<file path="src/rtl/zoom2x_fill_pkg.sv">
// Display geometry shared by the frame-fill and VGA readout stages, plus the fill FSM states.
package zoom2x_fill_pkg;

  localparam int unsigned FRAME_SRC_W     = 160;
  localparam int unsigned FRAME_SRC_H     = 120;
  localparam int unsigned FRAME_ADDR_W    = 16;
  localparam int unsigned DISP_W          = 320;
  localparam int unsigned DISP_H          = 240;
  localparam int unsigned WIN_X0          = 160;
  localparam int unsigned WIN_Y0          = 120;
  localparam int unsigned WORDS_PER_FRAME = 38400;

  typedef enum logic [2:0] {
    ST_IDLE  = 3'd0,
    ST_READ  = 3'd1,
    ST_WR_HI = 3'd2,
    ST_WR_LO = 3'd3,
    ST_FIN   = 3'd4
  } state_e;

endpackage

</file>
<file path="src/rtl/zoom2x_fill_if.sv">
// Control handshake plus source-RAM read port and frame-RAM write port of the 2x fill stage.
interface zoom2x_fill_if #(
  parameter int unsigned ADDR_W = 16
);
  logic              start;
  logic              busy;
  logic              done;
  logic [ADDR_W-1:0] src_addr;
  logic              src_rden;
  logic [15:0]       src_q;
  logic [ADDR_W-1:0] dst_addr;
  logic [15:0]       dst_data;
  logic              dst_wren;

  modport master (
    input  start, src_q,
    output busy, done, src_addr, src_rden, dst_addr, dst_data, dst_wren
  );

  modport slave (
    output start, src_q,
    input  busy, done, src_addr, src_rden, dst_addr, dst_data, dst_wren
  );
endinterface

</file>
<file path="src/rtl/zoom2x_fill.sv">
// Fills the frame RAM with a 2x pixel-replicated copy of the source image, one pass per start.
// Each source word costs three cycles: read, write high-pixel pair, write low-pixel pair.
module zoom2x_fill
  import zoom2x_fill_pkg::*;
#(
  parameter int unsigned SRC_W  = FRAME_SRC_W,
  parameter int unsigned SRC_H  = FRAME_SRC_H,
  parameter int unsigned ADDR_W = FRAME_ADDR_W
) (
  input  logic          clock,
  input  logic          reset,
  zoom2x_fill_if.master bus
);

  localparam int unsigned SW  = SRC_W / 2;
  localparam int unsigned DW  = SRC_W;
  localparam int unsigned DH  = 2 * SRC_H;
  localparam int unsigned W_W = (SW > 1) ? $clog2(SW) : 1;
  localparam int unsigned R_W = (DH > 1) ? $clog2(DH) : 1;

  state_e            state_q, state_d;
  logic [R_W-1:0]    r_q, r_d;
  logic [W_W-1:0]    w_q, w_d;
  logic [ADDR_W-1:0] src_base_q, src_base_d;
  logic [ADDR_W-1:0] dst_base_q, dst_base_d;
  logic [7:0]        lo_q, lo_d;
  logic [ADDR_W-1:0] src_addr_q, src_addr_d;
  logic [ADDR_W-1:0] dst_addr_q, dst_addr_d;
  logic              src_rden_q, src_rden_d;
  logic              dst_wren_q, dst_wren_d;
  logic              busy_q, busy_d;
  logic              done_q, done_d;
  logic [15:0]       dst_data_c;

  // Next state plus the registered outputs for the state being entered.
  always_comb begin
    state_d    = state_q;
    r_d        = r_q;
    w_d        = w_q;
    src_base_d = src_base_q;
    dst_base_d = dst_base_q;
    lo_d       = lo_q;
    src_addr_d = src_addr_q;
    dst_addr_d = dst_addr_q;
    src_rden_d = 1'b0;
    dst_wren_d = 1'b0;
    busy_d     = 1'b0;
    done_d     = 1'b0;

    unique case (state_q)
      ST_IDLE: begin
        if (bus.start) begin
          state_d    = ST_READ;
          r_d        = '0;
          w_d        = '0;
          src_base_d = '0;
          dst_base_d = '0;
          src_addr_d = '0;
          src_rden_d = 1'b1;
          busy_d     = 1'b1;
        end
      end
      ST_READ: begin
        state_d    = ST_WR_HI;
        dst_addr_d = dst_base_q + ADDR_W'({w_q, 1'b0});
        dst_wren_d = 1'b1;
        busy_d     = 1'b1;
      end
      ST_WR_HI: begin
        state_d    = ST_WR_LO;
        lo_d       = bus.src_q[7:0];
        dst_addr_d = dst_addr_q + ADDR_W'(1);
        dst_wren_d = 1'b1;
        busy_d     = 1'b1;
      end
      ST_WR_LO: begin
        if (w_q != W_W'(SW - 1)) begin
          state_d    = ST_READ;
          w_d        = w_q + W_W'(1);
          src_addr_d = src_base_q + ADDR_W'(w_d);
          src_rden_d = 1'b1;
          busy_d     = 1'b1;
        end else if (r_q != R_W'(DH - 1)) begin
          // Each source line feeds two destination lines, so its base moves after odd rows only.
          state_d    = ST_READ;
          w_d        = '0;
          r_d        = r_q + R_W'(1);
          dst_base_d = dst_base_q + ADDR_W'(DW);
          if (r_q[0]) begin
            src_base_d = src_base_q + ADDR_W'(SW);
          end
          src_addr_d = src_base_d;
          src_rden_d = 1'b1;
          busy_d     = 1'b1;
        end else begin
          state_d = ST_FIN;
          done_d  = 1'b1;
        end
      end
      ST_FIN: begin
        state_d = ST_IDLE;
      end
      default: begin
        state_d = ST_IDLE;
      end
    endcase
  end

  // src_q is only valid in WR_HI, so the write data is steered straight from it.
  always_comb begin
    dst_data_c = '0;
    unique case (state_q)
      ST_WR_HI: dst_data_c = {bus.src_q[15:8], bus.src_q[15:8]};
      ST_WR_LO: dst_data_c = {lo_q, lo_q};
      default:  dst_data_c = '0;
    endcase
  end

  always_ff @(posedge clock) begin
    if (reset) begin
      state_q    <= ST_IDLE;
      r_q        <= '0;
      w_q        <= '0;
      src_base_q <= '0;
      dst_base_q <= '0;
      lo_q       <= '0;
      src_addr_q <= '0;
      dst_addr_q <= '0;
      src_rden_q <= 1'b0;
      dst_wren_q <= 1'b0;
      busy_q     <= 1'b0;
      done_q     <= 1'b0;
    end else begin
      state_q    <= state_d;
      r_q        <= r_d;
      w_q        <= w_d;
      src_base_q <= src_base_d;
      dst_base_q <= dst_base_d;
      lo_q       <= lo_d;
      src_addr_q <= src_addr_d;
      dst_addr_q <= dst_addr_d;
      src_rden_q <= src_rden_d;
      dst_wren_q <= dst_wren_d;
      busy_q     <= busy_d;
      done_q     <= done_d;
    end
  end

  assign bus.busy     = busy_q;
  assign bus.done     = done_q;
  assign bus.src_addr = src_addr_q;
  assign bus.src_rden = src_rden_q;
  assign bus.dst_addr = dst_addr_q;
  assign bus.dst_wren = dst_wren_q;
  assign bus.dst_data = dst_data_c;

endmodule
</file>
<file path="src/flat_wrapper.sv">
// flat-port wrapper written by rule: the top's interface ports become plain ports
module zoom2x_fill_flat import zoom2x_fill_pkg::*;
#(
  parameter int unsigned SRC_W  = FRAME_SRC_W,
  parameter int unsigned SRC_H  = FRAME_SRC_H,
  parameter int unsigned ADDR_W = FRAME_ADDR_W
)
  (clock, reset, bus_start, bus_src_q, bus_busy, bus_done, bus_src_addr, bus_src_rden, bus_dst_addr, bus_dst_data, bus_dst_wren);
  zoom2x_fill_if #(.ADDR_W(ADDR_W)) bus_i ();
  input  logic clock;
  input  logic reset;
  input wire logic [$bits(bus_i.start)-1:0] bus_start;
  input wire logic [$bits(bus_i.src_q)-1:0] bus_src_q;
  output wire logic [$bits(bus_i.busy)-1:0] bus_busy;
  output wire logic [$bits(bus_i.done)-1:0] bus_done;
  output wire logic [$bits(bus_i.src_addr)-1:0] bus_src_addr;
  output wire logic [$bits(bus_i.src_rden)-1:0] bus_src_rden;
  output wire logic [$bits(bus_i.dst_addr)-1:0] bus_dst_addr;
  output wire logic [$bits(bus_i.dst_data)-1:0] bus_dst_data;
  output wire logic [$bits(bus_i.dst_wren)-1:0] bus_dst_wren;
  assign bus_i.start = bus_start;
  assign bus_i.src_q = bus_src_q;
  assign bus_busy = bus_i.busy;
  assign bus_done = bus_i.done;
  assign bus_src_addr = bus_i.src_addr;
  assign bus_src_rden = bus_i.src_rden;
  assign bus_dst_addr = bus_i.dst_addr;
  assign bus_dst_data = bus_i.dst_data;
  assign bus_dst_wren = bus_i.dst_wren;
  zoom2x_fill #(.SRC_W(SRC_W), .SRC_H(SRC_H), .ADDR_W(ADDR_W)) u_core (.clock(clock), .reset(reset), .bus(bus_i));
endmodule
</file>
<file path="config.mk">
export PLATFORM = sky130hd
export DESIGN_NAME = zoom2x_fill_flat
export DESIGN_NICKNAME = d
export VERILOG_FILES = /design/src/rtl/zoom2x_fill_pkg.sv /design/src/rtl/zoom2x_fill_if.sv /design/src/rtl/zoom2x_fill.sv /design/src/flat_wrapper.sv
export SDC_FILE = /design/constraint.sdc
export NUM_CORES = 1
export LEC_CHECK = 0
export CORE_MARGIN = 2
export CORE_UTILIZATION = 50
export CTS_CLUSTER_SIZE = 14
export DETAILED_ROUTE_END_ITERATION = 10
export PLACE_DENSITY = 0.78
export SKIP_LAST_GASP = 1
export SLEW_MARGIN = 5
export SYNTH_ARGS = -nofsm -noshare
export SYNTH_HDL_FRONTEND = slang
export SYNTH_SLANG_ARGS = --single-unit
</file>
<file path="constraint.sdc">
create_clock -name clock -period 2.6 [get_ports clock]
set_input_delay 0.65 -clock clock [delete_from_list [all_inputs] [get_ports clock]]
set_output_delay 0.65 -clock clock [all_outputs]
set_load 0.005 [all_outputs]
</file>
==> results.env, run 1 <==
RUN_STATUS='finished clean'
WORST_IR_DROP_VDD_mV=0.231
REGTOREGSETUPSLACK_NS=0.05
XOR_XNOR_SHARE_OF_THE_SYNTHESIZED_AREA=0.0482
GRT_FIRST_PASS_WIRELENGTH_UM=24200
SETUP.WORST_PATH.END_CLASS='flip-flop'
GRT_USE_MET1=0.335
SWSHARE=0.283
SYNTHESIS.AREA_PER_INSTANCE_UM2=8.10
FINALHOLDVIOLATIONS=0
GRT_PASS1_VIAS=5010
CRIT_REQUIRED_NS=2.86
YS_SEQ_ELEMENTS=85
ROUTE.VIAS.TOTAL=5223
ACHIEVABLE-FREQUENCY_MHz=392
PORT-BUFFER-COUNT=70
P_INT_uW=1960
CLOCK_POWER_SHARE=0.360
CTS-BUFFERS-INSERTED=9
DRT-VIAS-PER-INSTANCE=6.23
CTS_TREE='built'
WORST_PATH_MOST_REPEATED_CELL='buf_4'
GRT_ANTENNA_BEFORE_REPAIR=0
CLOCK_TREE.ROOT_CELL='clkbuf_8'
FP.COREAREA_MM2=0.00982
COMBINATIONAL_FAMILY_WITH_THE_MOST_AREA_AFTER_SYNTHESIS='simple AND/OR/NAND/NOR gates'
CLK_LATENCY_NS=0.37
POSTSYNTHNETCOUNT=660
GRT_UTIL_MET2=0.442
GLOBALROUTEMET3UTIL=0.0512
LEAKAGE_uW=0.00217
GRT.BUSIEST_LAYER='met2'
WORST_SLEW_PIN_SLEW_NS=0.852
SYNTH_SIMPLE_GATE_AREA_FRAC=0.270
POST_ROUTE_DRC_VIOLATION_COUNT=0
YS_ASYNC_SR_FRACTION=0
MIN_TO='u_core.bus.src_addr[5]'
GRT_START_MAX_NET_PINS=30
REG2REGPATHDEPTH=11
TCRIT_TCLK_FINAL=0.982
SETUP_TNS_NS=0
TIMING_MAX_TRANSITION_VIOLATIONS_FINAL=0
CRITICAL_PATH.SLOWEST_CELL='or4_4'
FIN_NETS=733
MAX_STAGE_DELAY_NS=0.48
VERTICAL_EXTENT_OF_THE_DIE_UM=105
DRIVE_GT1_FRAC=0.143
NETSWITCHINGPOWER_uW=774
CLKSINKCOUNT=85
SYNTH-COMPOUND-AREA-SHARE=0.254
CHIPWIDTH_UM=105
CELL_TOTAL_AFTER_PLACEMENT=818
FINAL_CELL_MIX='82 x dfxtp_1, 69 x clkdlybuf4s50_1, 61 x nand2_1'
FINAL_GP_CONGESTION=0.906
PATH_CLASS='reg2reg'
NUMBER_OF_ENABLE_FLIP_FLOP_CELLS_AFTER_SYNTHESIS=0
YOSYSWARNINGCOUNT=0
CRIT_BUF_INV=2
GLOBAL_ROUTE_USAGE_OVER_ALL_LAYERS=0.266
H-TREE-DEPTH=3
SHARE_OF_POWER_BURNED_IN_REGISTERS=0.501
MIN_FROM='u_core.bus.src_addr[5]'
FLOORPLAN.INITIALDENSITY=0.518
WORST_PATH_DOMINANT_CELL_FAMILY='simple AND/OR/NAND/NOR gates'
DETAIL_ROUTE.FIRST_PASS.ITERATIONS=5
SYN-CELL-AREA_MM2=0.00509
PLACEMENTROWS=36
WORST_SETUP_HOLD_PATH_CLK_SLEW_NS=0.10
SETUP_VIOL=0
DRT-INITIAL-DRC-COUNT=288
FIN_CRIT_NS=2.55
DIE_AREA_MM2=0.0110
MOST_FREQUENT_STANDARD_CELL_IN_THE_LAYOUT_EXCLUDING_FILL_AND_TAP_CELLS='dfxtp_1'
SYNTH_FA_HA_AREA_FRAC=0.0320
CRIT-REG2REG-CAPTURE='u_core.bus.src_addr[13]'
MAXSLEWHEADROOM=0.430
POSTCTSHOLDBUFS=0
CLK_PATH_BUF_DEPTH=2
MAX_CAP_VIOL_COUNT=0
DRTANTENNAVIOLNETS=0
DRT-WIRELENGTH-PER-CELL_UM=17.8
ROUTE.FINAL.WIRE_LENGTH_UM=14900
DISTINCT_CELLS_SYNTH=76
FINALCOREUTILIZATION=0.641
SYNTHESIS.INSTANCES=628
MIN-DELAY-PATH-CLASS='reg2reg'
SYNTH.AREA.MUX_SHARE=0.00615
WORSTPATHCELLLIST='buf_4 > nand3_1 > nor2_2 > xor2_2 > buf_4 > ha_4 > a211oi_1 > or3_4 > or4_4 > o211ai_1 > a21oi_1'
MIN_DELAY_PATH_DEPTH=2
GRT.OVERFLOW.TOTAL=0
AREA_GROWTH_PCT=23.7
ANTENNA_CELLS_INSERTED=0
HOLD_SLACK_NS=0.455
CRITPATHLAUNCHTYPE='flip-flop'
POWER.DENSITY_mW_PER_MM2=435
CRIT_PATH_START='u_core.w_q[0]'
POWER.SHARE.COMBINATIONAL=0.139
CRITPATHARRIVALTIME_NS=2.81
R2R_START='u_core.w_q[0]'
YOSYSSEQAREASHARE=0.335
DETAILED_PLACE_HPWL_UM=10500
CLOCK_SKEW_NS=0.0103
WORSTPATHMAXFANOUT=5
LEADING_REGISTER_CELL_TYPE_OUT_OF_SYNTHESIS='dfxtp_1'
IO_PINS=71
FINAL_CELLS=839
-- stage by stage --
step | area, um^2 | setup slack [ns] | power, uW
2_1_floorplan | 5100 | 0.0206 | 1600
3_3_place_gp | 5980 | 0.121 | 1760
3_5_place_dp | 5980 | 0.0111 | 1770
4_1_cts | 6200 | -0.00996 | 2740
5_1_grt | 6290 | -0.0423 | 2840
6_report | 6290 | 0.0478 | 2730
-- synth_stat cells (all sizes together), types with 3 or more instances --
master	count	area, um^2
a2111oi	6	90.1
a211oi	12	90.1
a21o	4	30.0
a21oi	62	322
a221oi	3	26.3
a22o	8	70.1
a22oi	7	52.6
a311oi	4	35.0
a31oi	5	31.3
and3	7	43.8
buf	28	174
clkbuf	21	78.8
dfxtp	85	1700
ha	13	163
inv	6	22.5
nand2	61	229
nand2b	4	25.0
nand3	28	140
nand3b	8	72.6
nand4	9	56.3
nand4b	5	43.8
nor2	55	223
nor3	16	85.1
nor3b	4	35.0
nor4	10	81.3
o211ai	7	52.6
o21a	3	22.5
o21ai	42	214
o31a	3	26.3
o31ai	3	22.5
or2	3	18.8
or3	23	144
or3b	3	28.8
or4	5	37.5
xnor2	13	114
xor2	15	131
-- sequential cells by signal, summed over array words and instances (netlist names) --
register             flops
u_core.src_base_q       12
u_core.bus.busy          1
u_core.r_q               8
u_core.lo_q              8
u_core.bus.done          1
u_core.dst_base_q       11
u_core.bus.src_addr     16
u_core.w_q               7
u_core.bus.dst_wren      1
u_core.bus.dst_addr     16
u_core.bus.src_rden      1
u_core.state_q           3
-- how the worst max path moves through the flow --
stage | slack, ns | depth (start not counted) | end
after floorplan | 0.02 | 11 | u_core.bus.src_addr[13]
after global placement | 0.12 | 6 | u_core.bus.src_addr[12]
after detailed placement | 0.01 | 10 | u_core.bus.src_addr[13]
after CTS | -0.01 | 10 | u_core.bus.src_addr[6]
after global routing | -0.04 | 11 | u_core.bus.src_addr[13]
final | 0.05 | 11 | u_core.bus.src_addr[13]
-- per-layer routing --
| layer | share of wire | wire, um |
|---|---|---|
| met2 | 0.48 | 7210 |
| met1 | 0.41 | 6150 |
| met5 | 0 | 0 |
| met4 | 0.031 | 460 |
| met3 | 0.073 | 1090 |
-- cell families after synthesis --
logic type               Yosys count
AND/OR/NAND/NOR                  251
AO/OA/AOI/OAI                    192
flip-flops                        85
buffers and inverters             55
XOR/XNOR                          28
adder cells (fa/ha/maj)           13
multiplexers                       3
other                              1
-- power by group through the flow --
stage / clock network (uW) / registers (uW) / logic [uW]
floorplan: 0 / 1390 / 210
global placement: 0 / 1400 / 364
detailed placement: 0 / 1400 / 371
CTS: 997 / 1370 / 374
global route: 1050 / 1380 / 415
finish: 984 / 1370 / 381
-- final cells by class --
cell class,count,area (um^2)
clock buffers,9,124
well taps,133,166
repair buffers,111,1000
fillers,860,3530
clock inverters,7,73.8
flip-flops and latches,85,1710
multi-input cells,488,3190
inverters,6,22.5
-- worst register-to-register path, delay by kind of cell (launching register included) --
kind                     cells  cell delay (ns)
flip-flops                   1             0.38
AND/OR/NAND/NOR              4             1.12
AO/OA/AOI/OAI                3             0.26
adder cells (fa/ha/maj)      1             0.27
XOR/XNOR                     1             0.12
buffers and inverters        2             0.29
-- repair_timing --
action	CTS	global route
pin swaps	0	3
endpoints found under the setup margin	17	24
gates cloned	0	1
setup buffers	0	4
gates resized for setup	6	12
Power figures use the tool's default switching activity.
==> run 2: changes to the inputs <==
==> constraint.sdc (replaced) <==
create_clock -name clock -period 2.2 [get_ports clock]
set_input_delay 0.22 -clock clock [delete_from_list [all_inputs] [get_ports clock]]
set_output_delay 0.22 -clock clock [all_outputs]
set_load 0.005 [all_outputs]
==> run 2 against run 1 <==
  * The run now ends with setup timing left
  * Via count increased by 3.3%
  * Total power rose by 14%
  * Global-route usage is 1.2 points higher
  * Critical path type unchanged
  * Critical endpoint unchanged
==> results.env, run 2 (synthesis gave the netlist of run 1 again) <==
RUN_STATUS='finished, violations left'
FAILING_CHECKS='setup timing'
POSTCTSHOLDBUFS=0
SETUP.WORST_PATH.END_CLASS='flip-flop'
AREA_GROWTH_PCT=32.1
CP_ENDPOINT='u_core.bus.src_addr[13]'
CRITPATHARRIVALTIME_NS=2.71
NETSWITCHINGPOWER_uW=874
DRT-WIRELENGTH-PER-CELL_UM=18.1
FLOORPLAN.INITIALDENSITY=0.518
LEAKAGE_uW=0.00238
DRT-INITIAL-DRC-COUNT=339
ANTENNA_CELLS_INSERTED=0
TCRIT_TCLK_FINAL=1.11
ROUTE.VIAS.TOTAL=5393
FINALCOREUTILIZATION=0.684
GRT.OVERFLOW.TOTAL=0
CRITPATHLAUNCHTYPE='flip-flop'
MAXSLEWHEADROOM=0.583
CTS-BUFFERS-INSERTED=9
FINALHOLDVIOLATIONS=0
WORSTPATHMAXFANOUT=3
WORST_SETUP_HOLD_PATH_CLK_SLEW_NS=0.09
MAX_CAP_VIOL_COUNT=0
TIMING_MAX_TRANSITION_VIOLATIONS_FINAL=0
POST_ROUTE_DRC_VIOLATION_COUNT=0
GRT_PASS1_VIAS=5145
CLOCK_SKEW_NS=0.0120
CRIT-REG2REG-CAPTURE='u_core.bus.src_addr[13]'
GRT_FIRST_PASS_WIRELENGTH_UM=25200
ACHIEVABLE-FREQUENCY_MHz=408
R2R_START='u_core.w_q[1]'
WORST_IR_DROP_VDD_mV=0.361
DETAILED_PLACE_HPWL_UM=10800
SWSHARE=0.281
REG2REGPATHDEPTH=10
SETUP_VIOL=7
GRT_START_MAX_NET_PINS=52
DRTANTENNAVIOLNETS=0
SHARE_OF_POWER_BURNED_IN_REGISTERS=0.522
P_INT_uW=2230
FIN_CRIT_NS=2.45
FINAL_GP_CONGESTION=0.915
FINALWORSTSETUPSLACK_NS=-0.249
FILLER_CELL_COUNT=799
VERTICAL_EXTENT_OF_THE_DIE_UM=105
MIN-DELAY-PATH-CLASS='in2reg'
CHIPWIDTH_UM=105
FINAL_CELL_MIX='76 x dfxtp_1, 69 x clkdlybuf4s50_1, 63 x buf_4'
GLOBAL_ROUTE_USAGE_OVER_ALL_LAYERS=0.278
POWER.DENSITY_mW_PER_MM2=462
IO_PINS=71
POWER.SHARE.COMBINATIONAL=0.152
CLOCK_TREE.ROOT_CELL='clkbuf_8'
PORT-BUFFER-COUNT=70
CLK_LATENCY_NS=0.38
PATH_CLASS='reg2reg'
DRT-VIAS-PER-INSTANCE=6.21
MOST_FREQUENT_STANDARD_CELL_IN_THE_LAYOUT_EXCLUDING_FILL_AND_TAP_CELLS='dfxtp_1'
WORST_SLEW_PIN_SLEW_NS=0.621
CTS_TREE='built'
DRIVE_GT1_FRAC=0.199
REGTOREGSETUPSLACK_NS=-0.25
DETAIL_ROUTE.FIRST_PASS.ITERATIONS=6
FIN_NETS=763
CLK_PATH_BUF_DEPTH=2
FP.COREAREA_MM2=0.00982
GRT_SETUP_UNREPAIRED='yes'
CRIT_PATH_START='u_core.w_q[1]'
DIE_AREA_MM2=0.0110
GRT_ANTENNA_BEFORE_REPAIR=0
CLKSINKCOUNT=85
TOTALPOWERFINAL_uW=3110
SETUP_TNS_NS=-0.635
ROUTE.FINAL.WIRE_LENGTH_UM=15700
CLOCK_POWER_SHARE=0.325
CRIT_REQUIRED_NS=2.47
PLACEMENTROWS=36
H-TREE-DEPTH=3
run 2: cell count changes in the layout (fill, tap and decap cells not counted), sizes merged:
cell / change
a21oi: +1
buf: +29
bufinv: -1
clkbuf: +1
clkinv: +1
inv: -2
run 2: cell type report:
cell class,instances,area [um^2],share of cell area
clock buffers,10,138,0.0205
clock inverters,5,27.5,0.00410
inverters,6,22.5,0.00335
multi-input cells,489,3360,0.500
flip-flops and latches,85,1720,0.256
well taps,133,166,0.0248
repair buffers,140,1280,0.191
run 2: worst min-delay path by stage:
stage | end | cells after the start | from
2_1_floorplan | u_core.lo_q[0] | 2 | bus_src_q[0]
6_report | u_core.r_q[0] | 2 | reset
5_1_grt | u_core.bus.dst_addr[13] | 2 | reset
4_1_cts | u_core.r_q[0] | 2 | reset
3_3_place_gp | u_core.lo_q[6] | 2 | u_core.lo_q[6]
3_5_place_dp | u_core.bus.src_addr[7] | 2 | u_core.bus.src_addr[7]
run 2: per-stage QoR:
stage	std cells	hold WS (ns)	setup WS, ns	cell area (um^2)
after CTS	861	0.266	-0.162	6560
after floorplan	628	0.356	-0.294	5150
final	868	0.268	-0.249	6720
after global routing	868	0.296	-0.316	6720
after global placement	843	0.442	-0.163	6260
after detailed placement	843	0.452	-0.198	6260
run 2: timing repair:
item | CTS | global route
setup buffers | 3 | 6
pin swaps | 7 | 12
resized for setup | 20 | 21
gates cloned | 0 | 1
setup endpoints to repair | 38 | 37
run 2: power groups by stage:
stage	Clock [uW]	Combinational [uW]	Sequential [uW]
finish	1010	473	1620
global placement	0	451	1650
floorplan	0	249	1650
CTS	1020	466	1620
detailed placement	0	460	1660
global route	1080	514	1630
run 2: layer usage:
metal	part of all wire	track usage	vias up
met2	0.50	0.469	263
met1	0.40	0.341	2541
li1	-	-	2536
met4	0.036	0.144	0
met3	0.072	0.0430	53
met5	0	0	-
run 2: worst max-delay path: stages, from the launching register on:
cell,delay [ns]
dfxtp_4,0.38
ha_4,0.13
and3_4,0.21
nand3_4,0.11
xnor2_4,0.16
ha_4,0.28
nor2_2,0.03
or3_4,0.35
or4_1,0.50
o211ai_1,0.11
a21oi_1,0.09
